--- src/rtl/core_pkg.sv ---
// Shared core constants for the fetch slice.
package core_pkg;
   localparam int unsigned RESET_PC_DEFAULT = 0;
   localparam int unsigned INSTR_BYTES      = 4;
   localparam int unsigned INSTR_BITS       = 32;
   localparam logic [31:0] NOP_INSTR        = 32'h0000_0013;
endpackage

--- src/rtl/fetch_unit_if.sv ---
// Fetch-side bus: instruction-memory request/response channel plus the fetch/decode handshake.
interface fetch_unit_if
   import core_pkg::*;
#(
   parameter int unsigned ADDRESS_BITS = 16
);
   logic                    imem_req_valid;
   logic                    imem_req_ready;
   logic [ADDRESS_BITS-1:0] imem_req_addr;
   logic                    imem_rsp_valid;
   logic [INSTR_BITS-1:0]   imem_rsp_data;
   logic                    next_PC_select;
   logic [ADDRESS_BITS-1:0] target_PC;
   logic                    dec_valid;
   logic                    dec_ready;
   logic [ADDRESS_BITS-1:0] PC;
   logic [INSTR_BITS-1:0]   instruction;

   modport master (
      output imem_req_valid, imem_req_addr, dec_valid, PC, instruction,
      input  imem_req_ready, imem_rsp_valid, imem_rsp_data, next_PC_select, target_PC, dec_ready
   );

   modport slave (
      input  imem_req_valid, imem_req_addr, dec_valid, PC, instruction,
      output imem_req_ready, imem_rsp_valid, imem_rsp_data, next_PC_select, target_PC, dec_ready
   );
endinterface

--- src/rtl/fetch_fifo.sv ---
// Small synchronous FIFO with flush; head reads zero when empty.
module fetch_fifo
   import core_pkg::*;
#(
   parameter  int unsigned WIDTH = 16,
   parameter  int unsigned DEPTH = 2,
   localparam int unsigned CW    = $clog2(DEPTH + 1)
) (
   input  logic             clock,
   input  logic             reset,
   input  logic             push,
   input  logic [WIDTH-1:0] push_data,
   input  logic             pop,
   input  logic             flush,
   output logic [CW-1:0]    count,
   output logic [WIDTH-1:0] head
);
   localparam int unsigned PW = (DEPTH > 1) ? $clog2(DEPTH) : 1;

   logic [WIDTH-1:0] mem [DEPTH];
   logic [PW-1:0]    wr_ptr;
   logic [PW-1:0]    rd_ptr;

   // Pointer and occupancy bookkeeping; flush empties the queue in one cycle.
   always_ff @(posedge clock) begin
      if (reset || flush) begin
         wr_ptr <= '0;
         rd_ptr <= '0;
         count  <= '0;
      end else begin
         if (push) wr_ptr <= wr_ptr + PW'(1);
         if (pop)  rd_ptr <= rd_ptr + PW'(1);
         count <= count + CW'(push) - CW'(pop);
      end
   end

   // Storage write, no reset needed on the data array.
   always_ff @(posedge clock) begin
      if (push && !reset && !flush) mem[wr_ptr] <= push_data;
   end

   assign head = (count == '0) ? '0 : mem[rd_ptr];

   // Occupancy sanity checks: never pop empty, never push into a full queue without a pop.
   always_ff @(posedge clock) begin
      if (!reset && !flush) begin
         assert (!(pop && count == '0));
         assert (!(push && !pop && count == CW'(DEPTH)));
      end
   end
endmodule

--- src/rtl/fetch_unit.sv ---
// Instruction fetch stage: owns the PC, issues in-order imem reads, buffers
// responses and hands {PC, instruction} to decode; squashes wrong-path fetches on redirect.
module fetch_unit
   import core_pkg::*;
#(
   parameter int unsigned ADDRESS_BITS = 16,
   parameter int unsigned RESET_PC     = RESET_PC_DEFAULT,
   parameter int unsigned FIFO_DEPTH   = 2
) (
   input  logic         clock,
   input  logic         reset,
   fetch_unit_if.master bus
);
   localparam int unsigned CW = $clog2(FIFO_DEPTH + 1);
   localparam int unsigned RW = ADDRESS_BITS + INSTR_BITS;
   localparam logic [CW:0] DEPTH_LIM = (CW + 1)'(FIFO_DEPTH);

   logic [ADDRESS_BITS-1:0] fetch_pc;
   logic [CW-1:0]           in_flight;
   logic [CW-1:0]           drop_cnt;
   logic [CW-1:0]           pend_count;
   logic [CW-1:0]           buf_count;
   logic [ADDRESS_BITS-1:0] pend_head;
   logic [RW-1:0]           buf_head;
   logic                    req_fire;
   logic                    dec_fire;
   logic                    redirect;
   logic                    rsp_drop;
   logic [CW:0]             credit_used;

   assign dec_fire = bus.dec_valid & bus.dec_ready;
   assign redirect = dec_fire & bus.next_PC_select;
   assign req_fire = bus.imem_req_valid & bus.imem_req_ready;
   assign rsp_drop = (drop_cnt != '0) | redirect;

   // The slot vacated by a same-cycle decode pop is reusable at once, which
   // keeps a latency-1 memory streaming one instruction per cycle.
   assign credit_used = {1'b0, in_flight} + {1'b0, buf_count} - {{CW{1'b0}}, dec_fire};

   assign bus.imem_req_valid = !reset && !redirect && (credit_used < DEPTH_LIM);
   assign bus.imem_req_addr  = fetch_pc;
   assign bus.dec_valid      = (buf_count != '0);
   assign bus.PC             = buf_head[RW-1 -: ADDRESS_BITS];
   assign bus.instruction    = buf_head[INSTR_BITS-1:0];

   fetch_fifo #(.WIDTH(ADDRESS_BITS), .DEPTH(FIFO_DEPTH)) u_pend_q (
      .clock     (clock),
      .reset     (reset),
      .push      (req_fire),
      .push_data (fetch_pc),
      .pop       (bus.imem_rsp_valid),
      .flush     (1'b0),
      .count     (pend_count),
      .head      (pend_head)
   );

   fetch_fifo #(.WIDTH(RW), .DEPTH(FIFO_DEPTH)) u_rsp_buf (
      .clock     (clock),
      .reset     (reset),
      .push      (bus.imem_rsp_valid & ~rsp_drop),
      .push_data ({pend_head, bus.imem_rsp_data}),
      .pop       (dec_fire & ~redirect),
      .flush     (redirect),
      .count     (buf_count),
      .head      (buf_head)
   );

   // PC, outstanding-request and wrong-path drop bookkeeping.
   always_ff @(posedge clock) begin
      if (reset) begin
         fetch_pc  <= ADDRESS_BITS'(RESET_PC);
         in_flight <= '0;
         drop_cnt  <= '0;
      end else begin
         in_flight <= in_flight + CW'(req_fire) - CW'(bus.imem_rsp_valid);
         if (redirect) begin
            fetch_pc <= bus.target_PC & ~ADDRESS_BITS'(3);
            // Everything still outstanding is wrong-path; requests issued after an
            // earlier redirect are included, so this already covers accumulation.
            drop_cnt <= in_flight - CW'(bus.imem_rsp_valid);
         end else begin
            if (req_fire) fetch_pc <= fetch_pc + ADDRESS_BITS'(INSTR_BYTES);
            if (bus.imem_rsp_valid && drop_cnt != '0) drop_cnt <= drop_cnt - CW'(1);
         end
      end
   end

   // Counter consistency: no response without a request, drops bounded by outstanding work.
   always_ff @(posedge clock) begin
      if (!reset) begin
         assert (!(bus.imem_rsp_valid && in_flight == '0));
         assert (drop_cnt <= in_flight);
         assert (pend_count == in_flight);
      end
   end
endmodule

--- src/flat_wrapper.sv ---
// flat-port wrapper written by rule: the top's interface ports become plain ports
module fetch_unit_flat import core_pkg::*;
#(
   parameter int unsigned ADDRESS_BITS = 16,
   parameter int unsigned RESET_PC     = RESET_PC_DEFAULT,
   parameter int unsigned FIFO_DEPTH   = 2
)
  (clock, reset, bus_imem_req_valid, bus_imem_req_addr, bus_dec_valid, bus_PC, bus_instruction, bus_imem_req_ready, bus_imem_rsp_valid, bus_imem_rsp_data, bus_next_PC_select, bus_target_PC, bus_dec_ready);
  fetch_unit_if #(.ADDRESS_BITS(ADDRESS_BITS)) bus_i ();
  input  logic clock;
  input  logic reset;
  output wire logic [$bits(bus_i.imem_req_valid)-1:0] bus_imem_req_valid;
  output wire logic [$bits(bus_i.imem_req_addr)-1:0] bus_imem_req_addr;
  output wire logic [$bits(bus_i.dec_valid)-1:0] bus_dec_valid;
  output wire logic [$bits(bus_i.PC)-1:0] bus_PC;
  output wire logic [$bits(bus_i.instruction)-1:0] bus_instruction;
  input wire logic [$bits(bus_i.imem_req_ready)-1:0] bus_imem_req_ready;
  input wire logic [$bits(bus_i.imem_rsp_valid)-1:0] bus_imem_rsp_valid;
  input wire logic [$bits(bus_i.imem_rsp_data)-1:0] bus_imem_rsp_data;
  input wire logic [$bits(bus_i.next_PC_select)-1:0] bus_next_PC_select;
  input wire logic [$bits(bus_i.target_PC)-1:0] bus_target_PC;
  input wire logic [$bits(bus_i.dec_ready)-1:0] bus_dec_ready;
  assign bus_imem_req_valid = bus_i.imem_req_valid;
  assign bus_imem_req_addr = bus_i.imem_req_addr;
  assign bus_dec_valid = bus_i.dec_valid;
  assign bus_PC = bus_i.PC;
  assign bus_instruction = bus_i.instruction;
  assign bus_i.imem_req_ready = bus_imem_req_ready;
  assign bus_i.imem_rsp_valid = bus_imem_rsp_valid;
  assign bus_i.imem_rsp_data = bus_imem_rsp_data;
  assign bus_i.next_PC_select = bus_next_PC_select;
  assign bus_i.target_PC = bus_target_PC;
  assign bus_i.dec_ready = bus_dec_ready;
  fetch_unit #(.ADDRESS_BITS(ADDRESS_BITS), .RESET_PC(RESET_PC), .FIFO_DEPTH(FIFO_DEPTH)) u_core (.clock(clock), .reset(reset), .bus(bus_i));
endmodule
--- config.mk ---
export PLATFORM = sky130hd
export DESIGN_NAME = fetch_unit_flat
export DESIGN_NICKNAME = d
export VERILOG_FILES = /design/src/rtl/core_pkg.sv /design/src/rtl/fetch_unit_if.sv /design/src/rtl/fetch_fifo.sv /design/src/rtl/fetch_unit.sv /design/src/flat_wrapper.sv
export SDC_FILE = /design/constraint.sdc
export NUM_CORES = 1
export LEC_CHECK = 0
export ABC_AREA = 1
export CORE_MARGIN = 2
export CORE_UTILIZATION = 51
export DETAILED_ROUTE_END_ITERATION = 8
export PLACE_DENSITY = 0.89
export SYNTH_ARGS = -nofsm -noshare
export SYNTH_HDL_FRONTEND = slang
export SYNTH_SLANG_ARGS = --single-unit
--- constraint.sdc ---
create_clock -name clock -period 6 [get_ports clock]
set_input_delay 1.2 -clock clock [delete_from_list [all_inputs] [get_ports clock]]
set_output_delay 1.2 -clock clock [all_outputs]
set_load 0.02 [all_outputs]
==> run summary, run 1 <==
# resized after CTS -> 0
CP Capture Type -> primary output
Root Buffer -> clkbuf_16
Internal power -> 2.48 mW
Netlist cell types -> 33
Placed cells -> 870
Final Skew -> 0.00717 ns
Rows -> 40
Final worst slack -> 1.25 ns
Largest net degree at the start of global routing -> 48
Final setup viols -> 0
Synth Flop Type -> edfxtp_1
Post-place setup slack -> 1.21 ns
Fmax -> 0.210 GHz
Layout Cells excl Fill -> 902
Met2 GRT Util -> 0.350
DRT antenna net count -> 0
Combinational share of power -> 0.363
Status -> finished clean
R2r setup slk -> 2.48 ns
CP cell instances -> clkdlybuf4s50_1, nand2_4, nor2_1, o21ai_0, fa_1, nand2_1, nor3_1, clkdlybuf4s50_1
Total of max-cap violations -> 0
CTS HTree Levels -> 4
Synthesis-stage register bit count -> 148
Post-synthesis cell area -> 0.00632 mm^2
Global routing usage on met1 -> 0.259
Most frequent CP cell -> clkdlybuf4s50_1
Clk Latency, worst-skew pair -> 0.41 ns
Hold path depth -> 1
Hold-fix buffers at CTS -> 0
First-pass GRT wire length -> 21.5 mm
Arr. time, crit path -> 3.55 ns
WHS -> 0.467 ns
Final HPWL DP -> 8.84 mm
# DRC -> 0
Routed len/inst -> 14.8 um
# IOs -> 120
Worst R2R Start -> u_core.u_rsp_buf.count[0]$_SDFF_PP0_
Sequential Power Share -> 0.382
Async set or reset register ratio after synthesis -> 0
Clock slew seen by the registers of the worst setup and hold paths -> 0.06 ns
Reg2reg path depth -> 10
Register area share after synthesis -> 0.659
Clk sinks -> 148
Synth warn -> 0
Die width -> 115 um
Via Count -> 4675
Worst Setup SP -> bus_dec_ready
Pleak -> 3.04 nW
Ratio of cells with drive above 1 in the final layout -> 0.0804
FF-to-FF End -> u_core.u_pend_q.mem[1][9]$_DFFE_PP_
CTS tree -> built
Pwr dens -> 469 mW/mm^2
Initial Utilization -> 0.524
Worst path depth -> 8
Crit-path slowest cell -> clkdlybuf4s50_1
Slew @ Worst Pin -> 1.26 ns
RSZ-0062 raised after global routing -> no
Crit share post-route -> 0.792
Overall routing resource usage -> 0.207
Maximum VDD drop -> 264 uV
Post-Syn Area per Cell -> 10.4 um^2
Setup bufs post-CTS -> 0
Switching Fraction -> 0.350
Crit path largest cell delay -> 0.63 ns
Vias in the first global route -> 4600
IO Port Bufs -> 113
# diodes -> 0
Worst EP required -> 4.80 ns
Final Hold Violating Endpoints -> 0
Worst path buffer plus inverter count -> 2
EDFF count, synth -> 120
Headroom to the max-slew limit -> 0.155
Clk buf depth -> 2
GPL Wtd Cong -> 0.837
Drt total wl -> 13.3 mm
Startpoint Class -> primary input
Area Overhead vs Synth -> 28.8%
Switching power -> 1.34 mW
Grt total ovfl -> 0
Vert. Die Dim -> 115 um
Clock group share of total power -> 0.255
Met3 usage -> 0.0648
CP Max Fanout -> 5
Layout Nets -> 785
Die ar. -> 0.0133 mm^2
Worst Hold Class -> flop to flop
Gr busiest metal -> met2
Min Tclk post-route -> 4.75 ns
Number of CTS-inserted buffers -> 17
Top delay family on crit path -> buffers and inverters
Drt pass-1 iters -> 5
Initial antenna violation count -> 0
Slew Limit Fails -> 0
Critical Setup Path Class -> primary input to primary output
Core Footprint -> 0.0121 mm^2
Startpoint of the worst hold path -> u_core.u_pend_q.count[1]$_SDFF_PP0_
Cells after Synth -> 608
Vias per Instance -> 5.18
Initial DRC Count -> 422
Worst setup path end -> bus_imem_req_valid
Setup tns final -> 0 ns
==> logic make-up (layout without fill, tap and decap cells) <==
logic type,count (synthesis),in the layout,synth area share
AOI/OAI and AO/OA,84,84,0.0742
xor gates and xnor gates,4,4,0.00554
adders and majority gates,10,10,0.0210
buffers and inverters,64,187,0.0449
DFF,148,148,0.659
other,1,4,0.000593
and+or+nand+nor,297,297,0.195
==> cells in the mapped netlist, types with 2 or more instances <==
cell,instances,area share
buf_2,5,0.0040
nand4_1,4,0.0040
dfxtp_1,28,0.089
clkbuf_1,8,0.0048
o21ai_0,6,0.0048
buf_4,4,0.0048
inv_2,3,0.0018
nor2_2,3,0.0030
inv_1,33,0.020
nand2_4,2,0.0036
xor2_1,2,0.0028
or2_2,3,0.0030
ha_1,9,0.018
a21oi_1,67,0.053
nand2_1,214,0.13
nor2_1,42,0.025
edfxtp_1,120,0.57
buf_1,8,0.0048
nand3_1,19,0.015
buf_6,3,0.0053
nor3_1,5,0.0040
nand2_2,2,0.0020
xnor2_1,2,0.0028
a21oi_2,7,0.0097
==> worst register-to-register path: cells and delay by family (launching register included) <==
kind                       cells  cell delay (ns)
AOI/OAI and AO/OA              1             0.10
adders and majority gates      1             0.50
buffers and inverters          1             0.45
DFF                            1             0.35
and+or+nand+nor                7             1.73
==> layout make-up <==
class | instances | area (um^2)
clock buffers | 20 | 437
clock inverters | 12 | 114
fillers | 833 | 3920
inverters | 36 | 135
multi-input cells | 399 | 1900
flip-flops and latches | 148 | 4160
well taps | 168 | 210
repair buffers | 119 | 1180
==> worst min-delay path by stage <==
| stage | end |
|---|---|
| final | u_core.u_pend_q.count[1]$_SDFF_PP0_ |
| after global routing | u_core.u_pend_q.count[1]$_SDFF_PP0_ |
| after CTS | u_core.u_pend_q.count[1]$_SDFF_PP0_ |
| after detailed placement | u_core.u_pend_q.count[1]$_SDFF_PP0_ |
| after global placement | u_core.u_pend_q.count[1]$_SDFF_PP0_ |
| after floorplan | u_core.u_pend_q.count[1]$_SDFF_PP0_ |
==> metrics by stage <==
stage	total power [mW]	instance area, um^2	utilization
final	3.82	8140	0.675
after global routing	4.04	8140	0.675
after CTS	3.84	8140	0.675
after detailed placement	2.86	7590	0.629
after global placement	2.80	7590	0.629
after floorplan	2.32	6330	-
==> power by group through the flow <==
stage | Sequential [mW] | Combinational (mW) | Clock, mW
6_report | 1.46 | 1.39 | 0.974
5_1_grt | 1.48 | 1.52 | 1.03
4_1_cts | 1.46 | 1.40 | 0.989
3_5_place_dp | 1.48 | 1.39 | 0
3_3_place_gp | 1.46 | 1.34 | 0
2_1_floorplan | 1.48 | 0.841 | 0
==> placed cells by master (no fill, tap or decap), drive strengths merged, types with 3 or more instances in the layout <==
master / netlist / layout
nand4: 5 / 5
buf: 20 / 6
edfxtp: 120 / 120
nand2: 218 / 218
clkbuf: 8 / 20
ha: 9 / 9
inv: 36 / 36
nor3: 5 / 5
clkinv: 0 / 7
conb: 1 / 4
nor2: 47 / 47
o21ai: 6 / 6
dfxtp: 28 / 28
nand3: 19 / 19
clkinvlp: 0 / 3
a21oi: 74 / 74
or2: 3 / 3
clkdlybuf4s50: 0 / 113
==> flip-flops by register name, indices dropped and copies added (netlist names), named ones only <==
| register | cells |
|---|---|
| u_core.u_rsp_buf.count | 2 |
| u_core.u_pend_q.mem | 28 |
| u_core.u_pend_q.count | 2 |
| u_core.drop_cnt | 2 |
| u_core.u_pend_q.wr_ptr | 1 |
| u_core.u_rsp_buf.mem | 92 |
| u_core.u_rsp_buf.wr_ptr | 1 |
| u_core.u_rsp_buf.rd_ptr | 1 |
| u_core.in_flight | 2 |
| u_core.u_pend_q.rd_ptr | 1 |
| u_core.bus.imem_req_addr | 14 |
==> layer usage <==
| metal | vias up | part of all wire |
|---|---|---|
| met1 | 2186 | 0.43 |
| li1 | 2265 | - |
| met4 | 0 | 0.0065 |
| met3 | 11 | 0.074 |
| met2 | 213 | 0.49 |
| met5 | - | 0 |
Note: power is estimated with default switching activity, not from simulation.
==> inputs of run 2 (changes only) <==
- CORE_UTILIZATION: 51 -> 47
- PLACE_DENSITY: 0.89 -> 0.86
- clock period: 6 -> 4 ns (I/O delays scaled with it)
==> run 2 against run 1 <==
- first-iteration DRC count down 43%
- cell count up 1.2%
- core utilization down 5.5 points
- global-route usage down 1.7 points
- power up 49%
- via count down 2.1%
==> run summary, run 2 (same netlist as run 1, synthesis figures left out) <==
Status -> finished clean
Fmax -> 0.284 GHz
Grt total ovfl -> 0
Clock slew seen by the registers of the worst setup and hold paths -> 0.06 ns
Worst Hold Class -> flop to flop
# IOs -> 120
Drt pass-1 iters -> 5
Initial DRC Count -> 242
Headroom to the max-slew limit -> 0.381
Largest net degree at the start of global routing -> 47
# diodes -> 0
Min Tclk post-route -> 3.53 ns
CP cell instances -> clkdlybuf4s50_1, nand2_4, nor2_1, o21ai_0, fa_1, nand2_1, nor3_1, dlymetal6s2s_1
Placed instance area -> 0.00763 mm^2
Area Overhead vs Synth -> 29.4%
CTS HTree Levels -> 4
Routed len/inst -> 14.3 um
Pwr dens -> 697 mW/mm^2
WHS Endpoint -> u_core.u_pend_q.count[1]$_SDFF_PP0_
Startpoint Class -> primary input
Clk buf depth -> 2
Vias per Instance -> 5.01
Slew @ Worst Pin -> 0.925 ns
Number of CTS-inserted buffers -> 17
CP Capture Type -> primary output
Core Footprint -> 0.0132 mm^2
Top delay family on crit path -> buffers and inverters
Startpoint of the worst hold path -> u_core.u_pend_q.count[1]$_SDFF_PP0_
Setup tns final -> 0 ns
Arr. time, crit path -> 2.73 ns
IO Port Bufs -> 113
Most frequent cells in the layout -> nand2_1, edfxtp_1, clkdlybuf4s50_1
Vert. Die Dim -> 120 um
Total of max-cap violations -> 0
Crit share post-route -> 0.882
Pleak -> 3.08 nW
Critical Setup Path Class -> primary input to primary output
CTS tree -> built
Final Hold Violating Endpoints -> 0
Rows -> 42
Fill count -> 1016
Hold-fix buffers at CTS -> 0
Post-layout instance area -> 0.00818 mm^2
Final Skew -> 0.00717 ns
DRT antenna net count -> 0
Vias in the first global route -> 4378
Via Count -> 4577
# DRC -> 0
GPL Wtd Cong -> 0.832
Overall routing resource usage -> 0.190
WHS -> 0.466 ns
Drt total wl -> 13.0 mm
Final worst slack -> 0.473 ns
Util after Layout -> 0.620
Final setup viols -> 0
Largest Register -> u_core.u_rsp_buf.mem
Die ar. -> 0.0144 mm^2
Worst EP required -> 3.20 ns
Final HPWL DP -> 8.46 mm
Layout Nets -> 788
Maximum VDD drop -> 490 uV
Clk Latency, worst-skew pair -> 0.41 ns
# resized after CTS -> 0
Max FFs per register -> 92
Crit-path slowest cell -> clkdlybuf4s50_1
Clk sinks -> 148
Ratio of cells with drive above 1 in the final layout -> 0.0896
Reg2reg path depth -> 15
RSZ-0062 raised after global routing -> no
First-pass GRT wire length -> 21.3 mm
Initial antenna violation count -> 0
Worst path buffer plus inverter count -> 2
Commonest non-fill, non-tap cell in the layout -> nand2_1
Worst R2R Start -> u_core.u_rsp_buf.count[1]$_SDFF_PP0_
Root Buffer -> clkbuf_16
Crit path largest cell delay -> 0.52 ns
Slew Limit Fails -> 0
FF-to-FF End -> u_core.u_pend_q.count[1]$_SDFF_PP0_
Hold path depth -> 1
R2r setup slk -> 1.13 ns
Post-place setup slack -> 0.0741 ns
Setup bufs post-CTS -> 0
Initial Utilization -> 0.479
CP Max Fanout -> 2
Die width -> 120 um
[run 2: metrics by stage]
step	std cells	power, mW
2_1_floorplan	611	3.48
3_3_place_gp	881	4.25
3_5_place_dp	881	4.30
4_1_cts	913	5.75
5_1_grt	913	6.03
6_report	913	5.70
[run 2: routing by layer]
layer  track usage  vias up  wire [um]
met5             0        -          0
met1         0.240     2171       5700
met3        0.0418       17        536
met4        0.0779        0        216
met2         0.319      121       6590
li1              -     2268          -
[run 2: worst max path at each step]
stage | startpoint | end | slack, ns | cells past startpoint
after CTS | bus_dec_ready | bus_imem_req_valid | 0.06 | 8
after global routing | bus_dec_ready | bus_imem_req_valid | 0.32 | 8
final | bus_dec_ready | bus_imem_req_valid | 0.47 | 8
after detailed placement | bus_dec_ready | bus_imem_req_valid | 0.07 | 8
after floorplan | bus_dec_ready | u_core.u_rsp_buf.mem[0][0]$_DFFE_PP_ | 0.33 | 7
after global placement | bus_dec_ready | bus_imem_req_valid | 0.12 | 8
[run 2: power breakdown]
part           internal [mW]  switching, mW  total, mW
clock network          0.851          0.589       1.44
registers               2.02          0.169       2.19
logic                  0.800           1.26       2.06
total                   3.67           2.02       5.70
[run 2: layout make-up]
type	instances	area [um^2]	area share
multi-input cells	399	1910	0.234
flip-flops and latches	148	4160	0.509
clock inverters	13	113	0.0138
repair buffers	122	1200	0.147
inverters	36	135	0.0165
well taps	176	220	0.0269
clock buffers	19	433	0.0530
[run 2: worst reg2reg max path: stages (launching register included)]
cell     delay (ns)
dfxtp_1        0.43
inv_2          0.07
nand2_2        0.10
nand2_4        0.05
nor2_1         0.16
o21ai_0        0.14
fa_1           0.50
nand2_1        0.08
nor2_2         0.20
nand4_4        0.16
ha_1           0.30
inv_1          0.04
ha_1           0.17
xor2_1         0.15
o21ai_0        0.15
a21oi_1        0.05
==> inputs of run 3 (changes only) <==
- CORE_UTILIZATION: 47 -> 51
- PLACE_DENSITY: 0.86 -> 0.89
- clock period: 4 -> 3.4 ns (I/O delays scaled with it)
==> run 3 against run 2 <==
- core utilization up 6.0 points
- clock skew up 0.0049 ns
- critical path depth unchanged
- die area down 7.6%
- via count up 3.2%
- sequential power up 17%
- register-to-register slack worse by 0.60 ns
- largest power group is now combinational cells
- non-clock buffer count up 6
- global-route usage up 2.1 points
==> run summary, run 3 (same netlist as run 1, synthesis figures left out) <==
Status -> finished clean
Min Tclk post-route -> 3.27 ns
WHS -> 0.480 ns
Rows -> 40
Area Overhead vs Synth -> 29.8%
Startpoint of the worst hold path -> u_core.u_pend_q.count[1]$_SDFF_PP0_
Grt total ovfl -> 0
Final worst slack -> 0.132 ns
Worst R2R Start -> u_core.u_rsp_buf.count[1]$_SDFF_PP0_
Worst Hold Class -> flop to flop
Vert. Die Dim -> 115 um
Via Count -> 4725
CTS HTree Levels -> 4
Layout Cells excl Fill -> 911
Final Hold Violating Endpoints -> 0
Final setup viols -> 0
Placed instance area -> 0.00769 mm^2
Clock slew seen by the registers of the worst setup and hold paths -> 0.06 ns
Final HPWL DP -> 8.96 mm
Fmax -> 0.306 GHz
Layout Nets -> 794
FF-to-FF End -> u_core.u_pend_q.count[1]$_SDFF_PP0_
Drt pass-1 iters -> 6
Maximum VDD drop -> 581 uV
Util after Layout -> 0.680
Initial DRC Count -> 360
Clk Latency, worst-skew pair -> 0.41 ns
Overall routing resource usage -> 0.212
Crit share post-route -> 0.961
Ratio of cells with drive above 1 in the final layout -> 0.0942
Clk buf depth -> 2
Arr. time, crit path -> 2.59 ns
Post-place setup slack -> -0.208 ns
GPL Wtd Cong -> 0.865
Clk sinks -> 148
Vias per Instance -> 5.19
# diodes -> 0
Critical Setup Path Class -> primary input to primary output
Post-layout instance area -> 0.00820 mm^2
Pwr dens -> 826 mW/mm^2
Final Skew -> 0.0120 ns
Max FFs per register -> 92
Reg2reg path depth -> 16
Slew Limit Fails -> 0
Placed cells -> 879
Die ar. -> 0.0133 mm^2
Pleak -> 3.10 nW
Number of CTS-inserted buffers -> 17
First-pass GRT wire length -> 21.9 mm
R2r setup slk -> 0.53 ns
Tot Pwr -> 6.77 mW
Slew @ Worst Pin -> 0.911 ns
Setup tns final -> 0 ns
Initial Utilization -> 0.524
Total of max-cap violations -> 0
Largest net degree at the start of global routing -> 47
Core Footprint -> 0.0121 mm^2
Worst EP required -> 2.72 ns
CP Capture Type -> primary output
Headroom to the max-slew limit -> 0.390
IO Port Bufs -> 113
Drt total wl -> 13.8 mm
CTS tree -> built
Initial antenna violation count -> 0
Most frequent cells in the layout -> nand2_1, edfxtp_1, clkdlybuf4s50_1
CP Max Fanout -> 2
Vias in the first global route -> 4666
DRT antenna net count -> 0
Root Buffer -> clkbuf_16
Die width -> 115 um
# IOs -> 120
Startpoint Class -> primary input
Routed len/inst -> 15.1 um
WHS Endpoint -> u_core.u_pend_q.count[1]$_SDFF_PP0_
Hold path depth -> 1
RSZ-0062 raised after global routing -> no
# DRC -> 0
Commonest non-fill, non-tap cell in the layout -> nand2_1
Largest Register -> u_core.u_rsp_buf.mem
[run 3: worst max-delay path: stages]
cell and delay (ns):
clkdlybuf4s50_1 0.53, nand2_4 0.06, nor2_1 0.12, o21ai_1 0.10
fa_1 0.49, nand2_1 0.07, nor3_1 0.17, dlygate4sd2_1 0.35
[run 3: report_power, final]
group	leakage (nW)	switching [mW]	internal, mW
Combinational	1.49	1.55	1.02
Clock	0.262	0.676	0.945
Sequential	1.35	0.196	2.38
Total	3.10	2.42	4.35
[run 3: cell type report]
class	instances	area, um^2
Tap cell	168	210
Fill cell	858	3860
Multi-Input combinational cell	399	1910
Clock buffer	22	454
Sequential cell	148	4160
Inverter	36	135
Timing Repair Buffer	128	1270
Clock inverter	10	60.1
[run 3: per-layer routing]
metal / up-vias / GRT usage / share of wire
li1: 2274 / - / -
met1: 2212 / 0.256 / 0.41
met2: 211 / 0.363 / 0.50
met3: 28 / 0.0532 / 0.067
met4: 0 / 0.0859 / 0.018
met5: - / 0 / 0
[run 3: how the worst max path moves through the flow]
stage | startpoint | endpoint | depth (start not counted)
detailed placement | bus_dec_ready | bus_imem_req_valid | 8
floorplan | bus_dec_ready | u_core.u_rsp_buf.mem[1][0]$_DFFE_PP_ | 5
finish | bus_dec_ready | bus_imem_req_valid | 8
CTS | bus_dec_ready | bus_imem_req_valid | 9
global route | bus_dec_ready | bus_imem_req_valid | 9
global placement | bus_dec_ready | bus_imem_req_valid | 8
[run 3: what timing repair did]
action                     CTS  global route
hold buffers                 0             0
setup endpoints to repair    1             1
hold endpoints to repair     0             0
pin swaps                    0             0
resized for setup            1             1
setup buffers                0             0
